## src/rtl/cpu_pkg.sv

```systemverilog
// Shared CPU definitions: ALU operation codes, register constants and
// default datapath widths used by the ID/EX operand stage.
package cpu_pkg;

  localparam int XLEN_DEF = 32;
  localparam int REGW_DEF = 5;

  localparam int REG_X0 = 0;

  typedef enum logic [1:0] {
    ALUOP_ADD   = 2'd0,
    ALUOP_SUB   = 2'd1,
    ALUOP_FUNCT = 2'd2,
    ALUOP_ADDI  = 2'd3
  } aluop_e;

endpackage

```

## src/rtl/fwd_select.sv

```systemverilog
// Priority operand mux for one source register: EX/MEM beats MEM/WB,
// and x0 always keeps the registered value.
module fwd_select
  import cpu_pkg::*;
#(
  parameter int XLEN = XLEN_DEF,
  parameter int REGW = REGW_DEF
) (
  input  logic [REGW-1:0] rs,
  input  logic [XLEN-1:0] reg_data,
  input  logic [REGW-1:0] mem_rd,
  input  logic            mem_regwrite,
  input  logic [XLEN-1:0] mem_result,
  input  logic [REGW-1:0] wb_rd,
  input  logic            wb_regwrite,
  input  logic [XLEN-1:0] wb_result,
  output logic [XLEN-1:0] fwd_data
);

  always_comb begin
    fwd_data = reg_data;
    if (rs != REGW'(REG_X0)) begin
      if (mem_regwrite && (mem_rd == rs)) begin
        fwd_data = mem_result;
      end else if (wb_regwrite && (wb_rd == rs)) begin
        fwd_data = wb_result;
      end
    end
  end

endmodule

```

## src/rtl/alu_operand_stage.sv

```systemverilog
// ID/EX pipeline register with capture-side write-back bypass, EX-side
// forwarding into the ALU operands and load-use stall detection.
module alu_operand_stage
  import cpu_pkg::*;
#(
  parameter int XLEN = XLEN_DEF,
  parameter int REGW = REGW_DEF
) (
  input  logic            clk,
  input  logic            rst_n,
  input  logic            id_valid,
  input  logic [REGW-1:0] id_rs1,
  input  logic [REGW-1:0] id_rs2,
  input  logic [REGW-1:0] id_rd,
  input  logic [XLEN-1:0] id_rs1_data,
  input  logic [XLEN-1:0] id_rs2_data,
  input  logic [XLEN-1:0] id_imm,
  input  logic            id_alusrc,
  input  logic [1:0]      id_aluop,
  input  logic [3:0]      id_funct,
  input  logic            id_memread,
  input  logic            id_memwrite,
  input  logic            id_regwrite,
  input  logic            flush,
  input  logic [REGW-1:0] mem_rd,
  input  logic            mem_regwrite,
  input  logic [XLEN-1:0] mem_result,
  input  logic [REGW-1:0] wb_rd,
  input  logic            wb_regwrite,
  input  logic [XLEN-1:0] wb_result,
  output logic            stall_id,
  output logic            ex_valid,
  output logic [XLEN-1:0] ex_a,
  output logic [XLEN-1:0] ex_b,
  output logic [XLEN-1:0] ex_store_data,
  output logic [1:0]      ex_aluop,
  output logic [3:0]      ex_funct,
  output logic [REGW-1:0] ex_rd,
  output logic            ex_memread,
  output logic            ex_memwrite,
  output logic            ex_regwrite
);

  logic [REGW-1:0] ex_rs1;
  logic [REGW-1:0] ex_rs2;
  logic [XLEN-1:0] ex_rs1_data;
  logic [XLEN-1:0] ex_rs2_data;
  logic [XLEN-1:0] ex_imm;
  logic            ex_alusrc;

  logic            load_en;
  logic [XLEN-1:0] cap_rs1_data;
  logic [XLEN-1:0] cap_rs2_data;
  logic [XLEN-1:0] fwd1;
  logic [XLEN-1:0] fwd2;
  logic            rs1_hit;
  logic            rs2_hit;

  // A load in EX cannot supply its value in time for a dependent instruction
  // in decode; rs2 only matters when it is actually read as an operand or stored.
  always_comb begin
    rs1_hit  = (ex_rd == id_rs1);
    rs2_hit  = (ex_rd == id_rs2) && (!id_alusrc || id_memwrite);
    stall_id = id_valid && ex_valid && ex_memread &&
               (ex_rd != REGW'(REG_X0)) && (rs1_hit || rs2_hit);
  end

  // The register file has no write-through, so a same-cycle write-back must
  // be picked up here or the stale read value would be latched.
  always_comb begin
    cap_rs1_data = id_rs1_data;
    cap_rs2_data = id_rs2_data;
    if (wb_regwrite && (wb_rd != REGW'(REG_X0)) && (wb_rd == id_rs1)) begin
      cap_rs1_data = wb_result;
    end
    if (wb_regwrite && (wb_rd != REGW'(REG_X0)) && (wb_rd == id_rs2)) begin
      cap_rs2_data = wb_result;
    end
  end

  assign load_en = id_valid && !flush && !stall_id;

  // Anything that is not a clean capture becomes an all-zero bubble.
  always_ff @(posedge clk or negedge rst_n) begin
    if (!rst_n) begin
      ex_valid    <= 1'b0;
      ex_rs1      <= '0;
      ex_rs2      <= '0;
      ex_rd       <= '0;
      ex_rs1_data <= '0;
      ex_rs2_data <= '0;
      ex_imm      <= '0;
      ex_alusrc   <= 1'b0;
      ex_aluop    <= '0;
      ex_funct    <= '0;
      ex_memread  <= 1'b0;
      ex_memwrite <= 1'b0;
      ex_regwrite <= 1'b0;
    end else if (load_en) begin
      ex_valid    <= 1'b1;
      ex_rs1      <= id_rs1;
      ex_rs2      <= id_rs2;
      ex_rd       <= id_rd;
      ex_rs1_data <= cap_rs1_data;
      ex_rs2_data <= cap_rs2_data;
      ex_imm      <= id_imm;
      ex_alusrc   <= id_alusrc;
      ex_aluop    <= id_aluop;
      ex_funct    <= id_funct;
      ex_memread  <= id_memread;
      ex_memwrite <= id_memwrite;
      ex_regwrite <= id_regwrite;
    end else begin
      ex_valid    <= 1'b0;
      ex_rs1      <= '0;
      ex_rs2      <= '0;
      ex_rd       <= '0;
      ex_rs1_data <= '0;
      ex_rs2_data <= '0;
      ex_imm      <= '0;
      ex_alusrc   <= 1'b0;
      ex_aluop    <= '0;
      ex_funct    <= '0;
      ex_memread  <= 1'b0;
      ex_memwrite <= 1'b0;
      ex_regwrite <= 1'b0;
    end
  end

  fwd_select #(.XLEN(XLEN), .REGW(REGW)) u_fwd_rs1 (
    .rs           (ex_rs1),
    .reg_data     (ex_rs1_data),
    .mem_rd       (mem_rd),
    .mem_regwrite (mem_regwrite),
    .mem_result   (mem_result),
    .wb_rd        (wb_rd),
    .wb_regwrite  (wb_regwrite),
    .wb_result    (wb_result),
    .fwd_data     (fwd1)
  );

  fwd_select #(.XLEN(XLEN), .REGW(REGW)) u_fwd_rs2 (
    .rs           (ex_rs2),
    .reg_data     (ex_rs2_data),
    .mem_rd       (mem_rd),
    .mem_regwrite (mem_regwrite),
    .mem_result   (mem_result),
    .wb_rd        (wb_rd),
    .wb_regwrite  (wb_regwrite),
    .wb_result    (wb_result),
    .fwd_data     (fwd2)
  );

  assign ex_a          = fwd1;
  assign ex_store_data = fwd2;
  assign ex_b          = ex_alusrc ? ex_imm : fwd2;

endmodule

```

## config.mk

```make
export PLATFORM = sky130hd
export DESIGN_NAME = alu_operand_stage
export DESIGN_NICKNAME = d
export VERILOG_FILES = /design/src/rtl/cpu_pkg.sv /design/src/rtl/fwd_select.sv /design/src/rtl/alu_operand_stage.sv
export SDC_FILE = /design/constraint.sdc
export NUM_CORES = 1
export LEC_CHECK = 0
export BUFFER_PORTS_ARGS = -buffer_cell sky130_fd_sc_hd__buf_2
export CAP_MARGIN = 20
export CORE_MARGIN = 2
export CORE_UTILIZATION = 46
export CTS_CLUSTER_DIAMETER = 120
export DETAILED_ROUTE_END_ITERATION = 6
export HOLD_SLACK_MARGIN = 0.02
export PLACE_DENSITY_LB_ADDON = 0.2
export REMOVE_ABC_BUFFERS = 1
export SYNTH_ARGS = -nofsm -noshare
export SYNTH_HDL_FRONTEND = slang
export SYNTH_HIERARCHICAL = 1
export SYNTH_SLANG_ARGS = --single-unit
export TNS_END_PERCENT = 10
```

## constraint.sdc

```tcl
create_clock -name clk -period 1.8 [get_ports clk]
set_clock_uncertainty 0.05 [all_clocks]
set_input_delay 0.09 -clock clk [delete_from_list [all_inputs] [get_ports clk]]
set_output_delay 0.09 -clock clk [all_outputs]
set_load 0.05 [all_outputs]
```

Yosys cells after proc, flatten, opt, wreduce, memory -nomap -nowiden
Index checks and enable logic that the tools add are counted.
{"block": "word_totals", "input_bits": 201, "reg_bits": 122, "ramBits": 0, "latch_bits": 0, "romBits": 0, "memories": 0, "out_inout_bits": 112}
{"block": "op_classes", "shifts": 0, "div_mod_pow": 0, "addsub": 0, "n_eq_ne": 8, "reduce_logical": 23, "muxes": 22, "multipliers": 0, "bitwise_logic": 0, "n_lt_le_gt_ge": 0}
{"op": "two-way mux 32 bit", "n": 12}
{"op": "== test 5 bit", "n": 8}
{"op": "nonzero test 5 bit", "n": 4}
{"op": "two-way mux 5 bit", "n": 3}
{"op": "logical AND 1 bit", "n": 14}
{"op": "two-way mux 1 bit", "n": 5}
{"op": "two-way mux 4 bit", "n": 1}
{"op": "logical NOT 1 bit", "n": 3}
{"op": "logical OR 1 bit", "n": 2}
{"op": "two-way mux 2 bit", "n": 1}

Longest topological paths before layout
{"block": "logic_depth", "ltp_word": 8, "mapped_depth": 8, "ltp_nobuf": 6}

Cells and area by module
The synthesis kept the hierarchy.
{"module": "alu_operand_stage", "cells_each": 588, "area_each_um2": 6585.1, "n_inst": 1, "seq_area_each_um2": 3052.9}
{"module": "fwd_select", "cells_each": 98, "area_each_um2": 922.1, "n_inst": 2, "seq_area_each_um2": 0.0}

Worst setup path after synthesis
OpenSTA, ideal clock, no wires.
{"block": "synth_timing", "path_type": "reg-to-output", "start": "reg ex_rs2[1]", "end": "out ex_b[31]", "path_stages_with_launch": 8, "setup_slack_ns": -1.053, "required_ns": 1.660, "arrival_ns": 2.713, "cell_sequence": "dfrtp_1 xnor2_1 nand4_1 or3_1 buf_6 a21boi_4 a2bb2oi_1 mux2_2"}
{"block": "synth_between", "elab_chain_len": 6, "elab_cells_between_ends": 9}
{"item": "start, declared", "line": "alu_operand_stage.sv:45", "text": "logic [REGW-1:0] ex_rs2;"}
{"item": "start signal, assigned", "line": "alu_operand_stage.sv:102", "text": "ex_rs2 <= id_rs2;"}
{"item": "== test 5 bit", "line": "fwd_select.sv:25", "text": "end else if (wb_regwrite && (wb_rd == rs)) begin"}
{"item": "logical AND 1 bit", "line": "fwd_select.sv:25"}
{"item": "two-way mux 32 bit", "line": "fwd_select.sv:25"}
{"item": "two-way mux 32 bit", "line": "fwd_select.sv:23", "text": "if (mem_regwrite && (mem_rd == rs)) begin"}
{"item": "two-way mux 32 bit (*)", "line": "fwd_select.sv:22", "text": "if (rs != REGW'(REG_X0)) begin"}
{"item": "named net ex_store_data[31]", "line": "alu_operand_stage.sv:35", "text": "output logic [XLEN-1:0] ex_store_data,"}
{"item": "two-way mux 32 bit (*)", "line": "alu_operand_stage.sv:156", "text": "assign ex_b = ex_alusrc ? ex_imm : fwd2;"}
{"item": "end, declared", "line": "alu_operand_stage.sv:34", "text": "output logic [XLEN-1:0] ex_b,"}
Mark *: on every way through the listed nets, which the timed path passes. The rest lies on a longest branch.

Worst setup path after layout
{"block": "layout_timing", "start": "reg ex_rs2[1]", "end": "out ex_b[25]"}
{"block": "layout_between", "elab_chain_len": 6, "elab_cells_between_ends": 9}
{"item": "== test 5 bit", "line": "fwd_select.sv:25"}
{"item": "logical AND 1 bit", "line": "fwd_select.sv:25"}
{"item": "two-way mux 32 bit", "line": "fwd_select.sv:25"}
{"item": "two-way mux 32 bit", "line": "fwd_select.sv:23"}
{"item": "two-way mux 32 bit (*)", "line": "fwd_select.sv:22"}
{"item": "two-way mux 32 bit (*)", "line": "alu_operand_stage.sv:156"}
Every way passes the cells marked *; elsewhere a longest branch is shown, timed or not.

==> impl_metrics.json <==
{
  "status": "finished with violations",
  "failed_checks": "negative setup slack",
  "fin_crit_sh": 1.55,
  "p_leak_nw": 6.43,
  "synth_area_leaders": "dfrtp_1 36%, a221oi_2 11%, a2bb2oi_2 11%, o31ai_1 5.7%, a211oi_1 5.1%",
  "switching_share": 0.335,
  "grt.overflow.total": 0,
  "r2r_cells": 6,
  "yosys.area_share.simple": 0.0701,
  "ys_seq_area_frac": 0.362,
  "clock_latency_ns": 0.42,
  "setup_ws_ns": -0.988,
  "drt-initial-drc-count": 924,
  "finalCriticalPeriod_ns": 2.79,
  "synthCells": 784,
  "hold_path.class": "in2async",
  "synth_top_family_by_area": "compound AO/OA/AOI/OAI gates",
  "regToRegStartpoint": "ex_rd[4]$_DFF_PN0_",
  "postRouteAntennaNets": 0,
  "power_density_nw_per_um2": 666,
  "fin_tns_setup_ns": -80.92,
  "rows": 49,
  "synth_edf_count": 0,
  "cts_buffers": 17,
  "start_util": 0.469,
  "fin_nets": 1483,
  "htreeDepth": 4,
  "grt_pass1_vias": 10300,
  "grt_pass1_wl_um": 56200,
  "place_area_um2": 11000,
  "cts-root-buf": "clkbuf_16",
  "cap_viol_max_count": 0,
  "maxSlewHeadroom": 0.492,
  "area_delta_synth_final_pct": 72.5,
  "syn_area_per_cell_um2": 10.8,
  "clk_pin_slew_worst_paths_ns": 0.06,
  "first_pass_iters": 6,
  "fp.coreArea_um2": 18000,
  "muxShareOfSynthArea": 0.0427,
  "io_buffers": 312,
  "synth_xor_area_frac": 0.0416,
  "p_total_w": 0.00969,
  "cts_buffer_depth": 2,
  "pin_count": 313,
  "cp-end-kind": "output pin",
  "async_flop_share": 1.00,
  "critPathRequiredTime_ns": 1.66,
  "fillCellCount": 972,
  "fp.dieW_um": 139,
  "yosysUniqueCellTypes": 35,
  "crit_arrival_ns": 2.65,
  "pwr-share-clk": 0.374,
  "cp_max_fo": 17,
  "yosysWarnings": 6,
  "synth_ff_type": "dfrtp_1",
  "drc": 0,
  "via_count": 9964,
  "clkSinkCount": 122,
  "grt_max_degree": 41,
  "p_seq_frac": 0.301,
  "wirelength_um": 39100,
  "worstSetupStartpointType": "flip-flop",
  "report.final.slew_viol_count": 0,
  "cts_tree": "done",
  "finalWeightedCongestion": 0.850,
  "power.switching_w": 0.00324,
  "rsz0062_at_grt": "yes",
  "antenna_found_initial": 4,
  "combPwrFrac": 0.325,
  "avgViaCountPerCell": 6.53,
  "synth-compound-area-share": 0.391,
  "dieHeight_um": 139,
  "hpwl_um": 22200,
  "wl_per_cell_um": 25.6,
  "final_area_um2": 14500,
  "drive_gt1_frac": 0.532,
  "r2r_end": "ex_imm[26]$_DFF_PN0_",
  "setup_viol": 100,
  "finalHoldViolations": 0,
  "syn_area_um2": 8430,
  "tightest_slew_ns": 0.760,
  "max_freq_mhz": 359,
  "yosys.area_share.adder": 0,
  "die-area_um2": 19400,
  "track_usage": 0.366,
  "rrSetupSlack_ns": -0.01,
  "synth_top_area_frac": 0.362,
  "criticalPathCategory": "reg2out",
  "post-synth-top-area-cell": "dfrtp_1",
  "ys_ff_latch": 122,
  "p_int_w": 0.00645,
  "vdd_drop_max_mv": 0.686
}
==> metrics by stage <==
stage	cells	hold WS (ns)	setup WS, ns	utilization
6_report	1527	0.0886	-0.988	0.809
4_1_cts	1520	0.100	-0.944	0.775
3_3_place_gp	1330	-0.000444	-0.605	0.614
5_1_grt	1527	0.149	-1.08	0.809
2_1_floorplan	673	-0.256	-6.67	-
3_5_place_dp	1330	-0.00205	-0.634	0.614
==> critical path, cell delays in order (launching register included) <==
cell	delay [ns]
dfrtp_1	0.41
buf_6	0.13
xor2_1	0.16
nor4_2	0.25
buf_4	0.18
o311ai_4	0.11
buf_8	0.21
o22ai_2	0.23
a2bb2oi_4	0.10
mux2_4	0.29
buf_8	0.15
==> worst max-delay path by stage <==
| stage | startpoint | endpoint | slack (ns) |
|---|---|---|---|
| floorplan | ex_rd[1]$_DFF_PN0_ | ex_rs1_data[31]$_DFF_PN0_ | -6.67 |
| global placement | ex_rs2[4]$_DFF_PN0_ | ex_b[13] | -0.61 |
| finish | ex_rs2[1]$_DFF_PN0_ | ex_b[25] | -0.99 |
| global route | ex_rs2[1]$_DFF_PN0_ | ex_b[16] | -1.08 |
| CTS | ex_rs2[4]$_DFF_PN0_ | ex_b[26] | -0.94 |
| detailed placement | ex_rs2[4]$_DFF_PN0_ | ex_b[13] | -0.63 |
==> sequential cells by signal (all words and copies together) (netlist names), 2 cells and up <==
name and flops:
ex_imm 32, ex_rs1_data 32, ex_rs2_data 32, ex_rd 5
ex_rs1 5, ex_rs2 5, ex_funct 4, ex_aluop 2
==> power by group through the flow <==
stage               Clock [W]  Combinational [W]  Sequential, W
floorplan                   0            0.00130        0.00300
global placement            0            0.00241        0.00295
detailed placement          0            0.00243        0.00296
CTS                   0.00361            0.00290        0.00291
global route          0.00375            0.00325        0.00293
finish                0.00362            0.00315        0.00292
==> cells by family after synthesis <==
group                     after synthesis
AOI/OAI and AO/OA                     323
buffers and inverters                 170
DFF                                   122
and+or+nand+nor                        97
xor gates and xnor gates               40
muxes                                  32
==> layout by cell type (no fill, tap or decap), types with 10 or more instances in the layout <==
master,synthesis,layout
dlygate4sd3_1,0,154
o31ai_1,64,64
buf_2,27,214
clkbuf_16,0,18
mux2_2,32,20
buf_4,0,104
a2bb2oi_4,0,18
dfrtp_1,122,119
xnor2_1,30,28
o22ai_2,0,32
a2bb2oi_2,60,43
a211oi_1,57,55
buf_6,14,65
xor2_1,10,10
mux2_4,0,12
o22ai_1,65,27
inv_1,59,59
nand4_1,67,67
buf_8,0,22
a221oi_2,60,61
buf_12,0,28
==> what timing repair did <==
item | in CTS | in global routing
pin swaps | 5 | 8
gates cloned | 1 | 1
resized for setup | 201 | 96
setup endpoints to repair | 98 | 197
hold endpoints to repair | 242 | 0
hold buffers | 154 | 0
buffers inserted | 3 | 3
==> layout make-up <==
type,instances,area [um^2],area share
antenna,3,7.51,0.000516
clock buffer,20,467,0.0321
multi-input combinational,492,5260,0.362
inverter,59,221,0.0152
clock inverter,12,146,0.0101
sequential,122,3060,0.210
tap,229,287,0.0197
timing repair buffer,590,5100,0.350
==> layer usage <==
metal	vias up	track usage	wire, um
li1	4130	-	-
met3	210	0.0802	3350
met1	4853	0.443	14300
met5	-	0	13
met4	2	0.188	2150
met2	769	0.616	19300
==> Yosys cell counts, types with 3 or more instances <==
library cell and n:
and2_1 3, nor3_1 3, nand3_1 4, a2bb2oi_2 60, a221oi_2 60, nand4_1 67
xor2_1 10, o31ai_1 64, inv_1 59, buf_1 12, dfrtp_1 122, a211oi_1 57
buf_2 27, xnor2_1 30, clkbuf_1 58, buf_6 14, o22ai_1 65, nand2_1 7
mux2_2 32, nor2_1 3, a221oi_1 4
Note: power is estimated with default switching activity, not from simulation.
